===== src/rtl/ctr_game_driver.sv =====
// rtl/ctr_game_driver.sv - synthesizable stimulus driver and response checker for the counter game
//
// Ports:
//   clock, reset          : rising-edge clock, asynchronous active-high reset
//   start                 : one-cycle pulse, starts a game when idle
//   cfg_init_value        : value loaded into the game via INIT (sampled at start)
//   cfg_control           : count mode 00=+1 01=+2 10=-1 11=-2 (sampled at start)
//   cfg_max_cycles        : RUN-cycle budget, 0 = unlimited (sampled at start)
//   INIT, initial_value   : load request and load value towards the game
//   control               : count mode towards the game
//   counter, WINNER, LOSER, GAMEOVER, WHO : observed game responses
//   busy                  : high from LOAD through CHECK
//   done                  : one-cycle pulse on entry to DONE
//   result                : latched WHO, 11 = timeout, 00 = none yet
//   win_count, lose_count : own saturating tallies of WINNER / LOSER pulses
//   mismatch              : sticky error flag, cleared by the next start
//   cycle_count           : cycles spent in RUN
module ctr_game_driver #(
   parameter int COUNTER_SIZE = 3,
   parameter int TALLY_LIMIT  = 15,
   parameter int TIMEOUT_W    = 16
) (
   input  logic                    clock,
   input  logic                    reset,
   input  logic                    start,
   input  logic [COUNTER_SIZE-1:0] cfg_init_value,
   input  logic [1:0]              cfg_control,
   input  logic [TIMEOUT_W-1:0]    cfg_max_cycles,
   output logic                    INIT,
   output logic [COUNTER_SIZE-1:0] initial_value,
   output logic [1:0]              control,
   input  logic [COUNTER_SIZE-1:0] counter,
   input  logic                    WINNER,
   input  logic                    LOSER,
   input  logic                    GAMEOVER,
   input  logic [1:0]              WHO,
   output logic                    busy,
   output logic                    done,
   output logic [1:0]              result,
   output logic [3:0]              win_count,
   output logic [3:0]              lose_count,
   output logic                    mismatch,
   output logic [TIMEOUT_W-1:0]    cycle_count
);

   typedef enum logic [2:0] {
      S_IDLE,
      S_LOAD,
      S_SETTLE,
      S_RUN,
      S_CHECK,
      S_DONE
   } state_t;

   state_t                  state_q, state_d;
   logic                    init_q, init_d;
   logic [COUNTER_SIZE-1:0] ival_q, ival_d;
   logic [1:0]              ctrl_q, ctrl_d;
   logic [TIMEOUT_W-1:0]    max_q, max_d;
   logic                    busy_q, busy_d;
   logic                    done_q, done_d;
   logic [1:0]              result_q, result_d;
   logic [3:0]              win_q, win_d;
   logic [3:0]              lose_q, lose_d;
   logic                    mm_q, mm_d;
   logic [TIMEOUT_W-1:0]    cyc_q, cyc_d;
   logic [COUNTER_SIZE-1:0] prev_q, prev_d;
   logic                    go_q, go_d;

   logic [COUNTER_SIZE-1:0] step;
   logic [COUNTER_SIZE-1:0] expected;
   logic [TIMEOUT_W-1:0]    cyc_inc;

   // Step in two's complement so the down-count modes wrap naturally.
   always_comb begin
      step = '0;
      case (ctrl_q)
         2'b00:   step = COUNTER_SIZE'(1);
         2'b01:   step = COUNTER_SIZE'(2);
         2'b10:   step = '1;
         default: step = {{(COUNTER_SIZE-1){1'b1}}, 1'b0};
      endcase
   end

   // After a GAMEOVER cycle the game clears its counter rather than stepping.
   assign expected = go_q ? '0 : prev_q + step;
   assign cyc_inc  = cyc_q + {{(TIMEOUT_W-1){1'b0}}, 1'b1};

   always_comb begin
      state_d  = state_q;
      ival_d   = ival_q;
      ctrl_d   = ctrl_q;
      max_d    = max_q;
      result_d = result_q;
      win_d    = win_q;
      lose_d   = lose_q;
      mm_d     = mm_q;
      cyc_d    = cyc_q;
      prev_d   = prev_q;
      go_d     = 1'b0;

      case (state_q)
         S_IDLE: begin
            if (start) begin
               ival_d   = cfg_init_value;
               ctrl_d   = cfg_control;
               max_d    = cfg_max_cycles;
               result_d = 2'b00;
               win_d    = '0;
               lose_d   = '0;
               mm_d     = 1'b0;
               cyc_d    = '0;
               state_d  = S_LOAD;
            end
         end
         S_LOAD: begin
            state_d = S_SETTLE;
         end
         S_SETTLE: begin
            prev_d  = counter;
            state_d = S_RUN;
         end
         S_RUN: begin
            if (WINNER && (win_q != 4'hF)) begin
               win_d = win_q + 4'd1;
            end
            if (LOSER && (lose_q != 4'hF)) begin
               lose_d = lose_q + 4'd1;
            end
            if ((counter != expected) || (WINNER && LOSER)) begin
               mm_d = 1'b1;
            end
            prev_d = counter;
            go_d   = GAMEOVER;
            cyc_d  = cyc_inc;
            if (GAMEOVER) begin
               result_d = WHO;
               state_d  = S_CHECK;
            end else if ((max_q != '0) && (cyc_inc == max_q)) begin
               result_d = 2'b11;
               state_d  = S_DONE;
            end
         end
         S_CHECK: begin
            // Tallies already include any pulse that arrived with GAMEOVER.
            if (!(((result_q == 2'b01) && (lose_q == 4'(TALLY_LIMIT))) ||
                  ((result_q == 2'b10) && (win_q == 4'(TALLY_LIMIT))))) begin
               mm_d = 1'b1;
            end
            state_d = S_DONE;
         end
         S_DONE: begin
            state_d = S_IDLE;
         end
         default: begin
            state_d = S_IDLE;
         end
      endcase

      // Outputs are registered, so they are decoded from the next state.
      init_d = (state_d == S_LOAD);
      busy_d = (state_d == S_LOAD) || (state_d == S_SETTLE) ||
               (state_d == S_RUN)  || (state_d == S_CHECK);
      done_d = (state_d == S_DONE);
   end

   always_ff @(posedge clock or posedge reset) begin
      if (reset) begin
         state_q  <= S_IDLE;
         init_q   <= 1'b0;
         ival_q   <= '0;
         ctrl_q   <= 2'b00;
         max_q    <= '0;
         busy_q   <= 1'b0;
         done_q   <= 1'b0;
         result_q <= 2'b00;
         win_q    <= '0;
         lose_q   <= '0;
         mm_q     <= 1'b0;
         cyc_q    <= '0;
         prev_q   <= '0;
         go_q     <= 1'b0;
      end else begin
         state_q  <= state_d;
         init_q   <= init_d;
         ival_q   <= ival_d;
         ctrl_q   <= ctrl_d;
         max_q    <= max_d;
         busy_q   <= busy_d;
         done_q   <= done_d;
         result_q <= result_d;
         win_q    <= win_d;
         lose_q   <= lose_d;
         mm_q     <= mm_d;
         cyc_q    <= cyc_d;
         prev_q   <= prev_d;
         go_q     <= go_d;
      end
   end

   assign INIT          = init_q;
   assign initial_value = ival_q;
   assign control       = ctrl_q;
   assign busy          = busy_q;
   assign done          = done_q;
   assign result        = result_q;
   assign win_count     = win_q;
   assign lose_count    = lose_q;
   assign mismatch      = mm_q;
   assign cycle_count   = cyc_q;

endmodule


===== config.mk =====
export PLATFORM = sky130hd
export DESIGN_NAME = ctr_game_driver
export DESIGN_NICKNAME = d
export VERILOG_FILES = /design/src/rtl/ctr_game_driver.sv
export SDC_FILE = /design/constraint.sdc
export NUM_CORES = 1
export LEC_CHECK = 0
export ABC_CLOCK_PERIOD_IN_PS = 3100
export BUFFER_PORTS_ARGS = -buffer_cell sky130_fd_sc_hd__buf_2
export CORE_UTILIZATION = 46
export DETAILED_ROUTE_END_ITERATION = 16
export PLACE_DENSITY_LB_ADDON = 0.08
export SYNTH_ARGS = -nofsm -noshare
export SYNTH_HDL_FRONTEND = slang
export SYNTH_SLANG_ARGS = --single-unit

===== constraint.sdc =====
create_clock -name clock -period 3.1 [get_ports clock]
set_clock_uncertainty 0.05 [all_clocks]
set_input_delay 0.62 -clock clock [delete_from_list [all_inputs] [get_ports clock]]
set_output_delay 0.62 -clock clock [all_outputs]
set_load 0.01 [all_outputs]

==> flow_metrics.py, run 1 <==
metrics = {
    "sta": {
        "grt_setup_unrepaired": "false",
        "slew_viol_final": 0,
        "hold_violations": 0,
        "max_freq_ghz": 0.369,
        "slew_headroom_pct": 30.5,
        "worstMarginPinSlew_ns": 1.04,
        "setup_viol_count_final": 0,
        "tns_ns": 0,
        "min_period_ns": 2.71,
        "post-route-period-util_pct": 87.5,
    },
    "setup_path": {
        "crit_fanout": 7,
        "r2r_start": "cycle_count[0]",
        "critPathCaptureType": "flop",
        "timing.critical_path.slowest_cell_delay_ns": 0.49,
        "rrSetupSlack_ns": 0.39,
        "r2r-end": "busy",
        "arrival_ns": 2.89,
        "crit_family": "simple AND/OR/NAND/NOR gates",
        "cpMaxStageDelayCell": "dfrtp_1",
        "path_cells": "ha_1 -> nand3_2 -> nor3_2 -> mux2_2 -> mux2i_1 -> a21o_1 -> nand4_2 -> o31a_1",
        "path_buf_inv": 0,
        "worstSetupPathType": "flop to flop",
        "critPathLaunchType": "flop",
        "worstPathRequired_ns": 3.28,
        "rr_worst_depth": 8,
    },
    "synth": {
        "seq_area_frac_synth_pct": 44.5,
        "synth_largest_area_cell": "dfrtp_1",
        "synth_fp_nets": 414,
        "syn_inst": 377,
        "synthDistinctLibCells": 51,
        "synth_top_area_share_pct": 44.5,
        "async_flop_share_pct": 100,
        "syn_area_per_cell_sq_um": 8.66,
        "yosys_register_bits": 58,
        "syn-cell-area_sq_um": 3260,
        "synthTopCellsByArea": "dfrtp_1 (44%), nand2_1 (11%), o21ai_0 (4.9%)",
        "yosys_warnings": 0,
        "synth_edf_count": 0,
        "synth-main-ff-cell": "dfrtp_1",
    },
    "final_layout": {
        "nNetsFinal": 479,
        "fillCellCount": 663,
        "num_antenna_cells": 0,
        "instances_no_fill": 543,
        "area_delta_synth_final_pct": 18.2,
        "layout-drive-gt1-share_pct": 23.3,
    },
    "pwr": {
        "power.leakage_uw": 0.00185,
        "peakVddDrop_mv": 0.400,
        "p_per_area_nw_per_um2": 874,
        "p_total_uw": 3370,
    },
    "grt": {
        "antenna_found_initial": 0,
        "grt_pass1_vias": 2633,
        "grt_pass1_wl_um": 12800,
        "gr-usage-all-layers_pct": 22.5,
        "grt_overflow": 0,
        "grt_max_degree": 29,
    },
    "clock_network": {
        "cts-resized-gates": 0,
        "cts_tree": "yes",
        "cts_buffers": 9,
        "path_clk_slew_ns": 0.07,
        "cts.sinks": 58,
        "ctsHtreeMaxLevel": 3,
        "holdBufCountCts": 0,
        "clk_path_buf_depth": 2,
        "post_cts_buffers": 0,
        "insertion_delay_ns": 0.35,
        "clock_tree.root_cell": "clkbuf_8",
    },
    "status": {
        "outcome": "finished, final reports clean",
    },
    "detailed_routing": {
        "post_drt_wl_per_cell_um": 14.3,
        "vias": 2848,
        "first_pass_iters": 4,
        "via_per_inst": 5.24,
        "totalWireLength_um": 7790,
        "ant_nets": 0,
        "drt_iter0_markers": 141,
        "remaining_drc_errors": 0,
    },
    "run": {
        "cap_violations": 0,
    },
    "min_path": {
        "worstHoldPathType": "input pin to async pin",
    },
    "floorplanning": {
        "die_area_sq_um": 7430,
        "start_util_pct": 47.8,
        "core_sq_um": 6830,
        "pin_count": 67,
        "die_h_um": 86.2,
        "rows": 30,
        "die_x_um": 86.2,
    },
    "placed_design": {
        "dpl.hpwl_um": 5630,
        "gp_congestion": 0.866,
        "portBuffers": 66,
        "dp_cells": 527,
    },
}
## stage by stage
stage | utilization, % | setup slack [ns] | area, sq um | hold slack, ns
after detailed placement | 54.0 | 0.406 | 3690 | 0.411
final | 56.4 | 0.388 | 3860 | 0.280
after CTS | 56.4 | 0.400 | 3860 | 0.295
after global placement | 54.0 | 0.494 | 3690 | 0.405
after global routing | 56.4 | 0.205 | 3860 | 0.328
after floorplan | - | 0.617 | 3260 | 0.437
## cell type report
class                   count  area (sq um)  share of cell area (%)
inverters                   8          30.0                   0.779
flip-flops and latches     58          1450                    37.6
clock inverters             6          42.5                    1.10
multi-input cells         292          1700                    44.1
clock buffers              10           128                    3.31
well taps                  96           120                    3.11
repair buffers             73           383                    9.93
## where the power goes
part / switching, uW / internal (uW)
Clock: 323 / 291
Combinational: 806 / 624
Sequential: 319 / 1010
Total: 1450 / 1920
## routing by layer
layer,track usage (%),part of all wire [%],vias to the layer above
met5,0,0,-
li1,-,-,1427
met2,34.1,45,70
met3,4.95,4.5,7
met4,7.73,1.3,0
met1,32.0,50,1344
## cell families after synthesis
logic type	Yosys count	share of synthesized area [%]
xor gates and xnor gates	27	7.25
adders and majority gates	5	2.15
buffers and inverters	27	3.37
DFF	58	44.5
muxes	8	2.65
and+or+nand+nor	181	26.9
AOI/OAI and AO/OA	71	13.2
## worst max-delay path by stage
stage	from	end	slack, ns	cells past startpoint
floorplan	cycle_count[0]	busy	0.62	8
detailed placement	cycle_count[0]	busy	0.41	8
CTS	cycle_count[0]	busy	0.40	8
global route	cycle_count[0]	busy	0.20	8
global placement	cycle_count[0]	busy	0.49	8
finish	cycle_count[0]	busy	0.39	8
## cell usage in the layout (no fill, tap or decap), drive strengths merged, types with 3 or more instances in the layout
cell type,netlist,routed
nand2,92,92
buf,6,73
dfrtp,58,58
nor2,36,36
o21ai,32,32
xnor2,17,17
a21oi,11,11
xor2,10,10
nor3,10,10
clkbuf,13,10
nand3,10,10
inv,7,8
nand4,8,8
nor4,7,7
a31oi,6,6
o31ai,6,6
mux2,5,5
nor2b,4,4
and3,4,4
ha,4,4
clkinv,1,4
mux2i,3,3
## registers in the layout (all words and copies together), names as in the netlist
register,cells
state_q,3
go_q,1
initial_value,3
prev_q,3
max_q,16
INIT,1
control,2
lose_count,4
done,1
win_count,4
busy,1
result,2
cycle_count,16
mismatch,1
## cells in the mapped netlist (2+ instances only)
| master | number |
|---|---|
| nor2b_1 | 4 |
| a31oi_1 | 6 |
| ha_1 | 4 |
| nor4_1 | 5 |
| inv_1 | 7 |
| nand4_2 | 2 |
| nor2_1 | 34 |
| a2111oi_0 | 2 |
| clkbuf_1 | 13 |
| xor2_1 | 10 |
| and3_1 | 4 |
| dfrtp_1 | 58 |
| mux2_2 | 5 |
| or3_1 | 2 |
| o21ai_0 | 32 |
| a211oi_1 | 2 |
| nor3b_1 | 2 |
| nor3_1 | 9 |
| a21oi_1 | 11 |
| nand4_1 | 5 |
| mux2i_1 | 3 |
| nand2_1 | 92 |
| nand3_1 | 8 |
| a22o_1 | 2 |
| and2_1 | 2 |
| xnor2_1 | 17 |
| nand2b_1 | 2 |
| o31ai_1 | 6 |
| a211o_1 | 2 |
| o211ai_1 | 2 |
| buf_2 | 4 |
(Power assumes the default switching activity.)
==> run 2, diff against run 1 <==
--- a/config.mk
+++ b/config.mk
@@ -9,3 +9,3 @@
 export BUFFER_PORTS_ARGS = -buffer_cell sky130_fd_sc_hd__buf_2
-export CORE_UTILIZATION = 46
+export CORE_UTILIZATION = 32
 export DETAILED_ROUTE_END_ITERATION = 16
--- a/constraint.sdc
+++ b/constraint.sdc
@@ -4,2 +4,2 @@
 set_output_delay 0.62 -clock clock [all_outputs]
-set_load 0.01 [all_outputs]
+set_load 0.1 [all_outputs]
==> run 2 against run 1 <==
Via count is 1.0% lower. Core utilization is 16 points lower. Clock power grew 28%. Cell area is 2.7% higher. Clock-buffer cell count down 1. Final cell count up 6.8%. Flip-flop and latch count unchanged. Critical endpoint unchanged. Largest power group unchanged. Highest routed layer unchanged.
==> flow_metrics.py, run 2 (same netlist as run 1, synthesis figures left out) <==
metrics = {
    "grt": {
        "grt_util_met3_pct": 4.88,
        "grt_pass1_wl_um": 13700,
        "met1_usage_pct": 23.8,
        "busiest_layer": "met2",
        "antenna_found_initial": 0,
        "grt_max_degree": 28,
        "grt_pass1_vias": 2687,
        "global_route.usage.met2_pct": 25.9,
        "grt_overflow": 0,
        "gr-usage-all-layers_pct": 17.1,
    },
    "clock_network": {
        "clk_path_buf_depth": 2,
        "path_clk_slew_ns": 0.07,
        "cts-resized-gates": 0,
        "ctsHtreeMaxLevel": 3,
        "cts_buffers": 9,
        "insertion_delay_ns": 0.34,
        "cts_tree": "yes",
        "cts.sinks": 58,
        "holdBufCountCts": 0,
        "post_cts_buffers": 0,
        "clock_tree.root_cell": "clkbuf_8",
    },
    "floorplanning": {
        "pin_count": 67,
        "die_x_um": 103,
        "die_h_um": 103,
        "rows": 36,
        "core_sq_um": 9820,
        "die_area_sq_um": 10600,
        "start_util_pct": 33.2,
    },
    "final_layout": {
        "most-common-layout-cells": "nand2_1 (92), buf_2 (66), dfrtp_1 (56)",
        "fillCellCount": 1052,
        "multi_input_area_sq_um": 1700,
        "nNetsFinal": 479,
        "area_delta_synth_final_pct": 21.4,
        "final_common_cell": "nand2_1",
        "layout-drive-gt1-share_pct": 23.9,
        "utilization_pct": 40.3,
        "num_antenna_cells": 0,
        "regArea_sq_um": 1450,
    },
    "sta": {
        "max_freq_ghz": 0.381,
        "min_period_ns": 2.63,
        "tns_ns": 0,
        "post-route-period-util_pct": 84.8,
        "hold_violations": 0,
        "grt_setup_unrepaired": "false",
        "setup_viol_count_final": 0,
        "slew_viol_final": 0,
        "worstMarginPinSlew_ns": 1.00,
        "slew_headroom_pct": 33.1,
    },
    "pwr": {
        "p_sw_uw": 2210,
        "intPower_uw": 2090,
        "power_frac_comb_pct": 50.7,
        "peakVddDrop_mv": 0.481,
        "clkPwrFrac_pct": 18.3,
        "seq_power_share_pct": 31.0,
        "p_per_area_nw_per_um2": 1090,
        "power.leakage_uw": 0.00187,
        "switching_share_pct": 51.4,
    },
    "setup_path": {
        "worstSetupPathType": "flop to flop",
        "critPathLaunchType": "flop",
        "worstPathRequired_ns": 3.28,
        "crit_fanout": 7,
        "arrival_ns": 2.80,
        "critPathCaptureType": "flop",
    },
    "detailed_routing": {
        "post_drt_wl_per_cell_um": 14.1,
        "remaining_drc_errors": 0,
        "vias": 2819,
        "via_per_inst": 4.86,
        "drt_iter0_markers": 84,
        "first_pass_iters": 4,
        "ant_nets": 0,
        "totalWireLength_um": 8160,
    },
    "status": {
        "outcome": "finished, final reports clean",
    },
    "placed_design": {
        "dpl.hpwl_um": 6080,
        "gp_congestion": 0.780,
        "portBuffers": 66,
    },
    "min_path": {
        "worstHoldPathType": "input pin to async pin",
    },
    "run": {
        "cap_violations": 0,
    },
}
run 2: cell types whose count changed in the layout (fill, tap and decap cells not counted), sizes merged:
cell | previous run | this run
bufinv | 0 | 2
clkbuf | 10 | 9
clkinv | 4 | 3
run 2: through the flow:
stage	cells	hold WS [ns]	instance area [sq um]	power, uW	worst slack (ns)
after global placement	564	0.406	3730	3540	0.521
after CTS	580	0.204	3960	4360	0.455
final	580	0.199	3960	4310	0.472
after detailed placement	564	0.415	3730	3550	0.470
after floorplan	377	0.437	3270	3070	0.146
after global routing	580	0.204	3960	4610	0.234
run 2: worst paths after layout:
kind | from | end | slack, ns | cells past startpoint
min in group clock | cfg_init_value[2] | initial_value[2] | 0.41 | 3
hold / removal | reset | mismatch | 0.20 | 2
max in group asynchronous | reset | cycle_count[1] | 2.14 | 3
setup / recovery | cycle_count[0] | busy | 0.47 | 8
hold reg to reg | initial_value[0] | initial_value[0] | 0.43 | 2
setup reg to reg | cycle_count[0] | busy | 0.47 | 8
run 2: critical path, cell delays in order, from the launching register on:
cell and delay (ns):
dfrtp_2 0.44, ha_1 0.29, nand3_2 0.18, nor3_2 0.41
mux2_2 0.38, mux2i_1 0.12, a21o_1 0.16, nand4_2 0.15
o31a_1 0.32
run 2: layout make-up:
cell class | instances | share of cell area, %
repair buffers | 73 | 9.67
inverters | 8 | 0.758
well taps | 133 | 4.20
clock inverters | 7 | 2.56
flip-flops and latches | 58 | 36.7
clock buffers | 9 | 3.13
multi-input cells | 292 | 43.0
run 2: power groups by stage:
stage                     logic, uW  clock network [uW]  registers [uW]
after detailed placement       2200                   0            1350
final                          2180                 786            1330
after global routing           2380                 848            1380
after floorplan                1040                   0            2030
after global placement         2190                   0            1350
after CTS                      2210                 812            1340
run 2: metal layers:
metal	part of all wire, %	vias up	routed length (um)
li1	-	1440	-
met1	51	1315	4150
met2	44	58	3560
met3	4.7	6	380
met4	0.83	0	68
met5	0	-	0
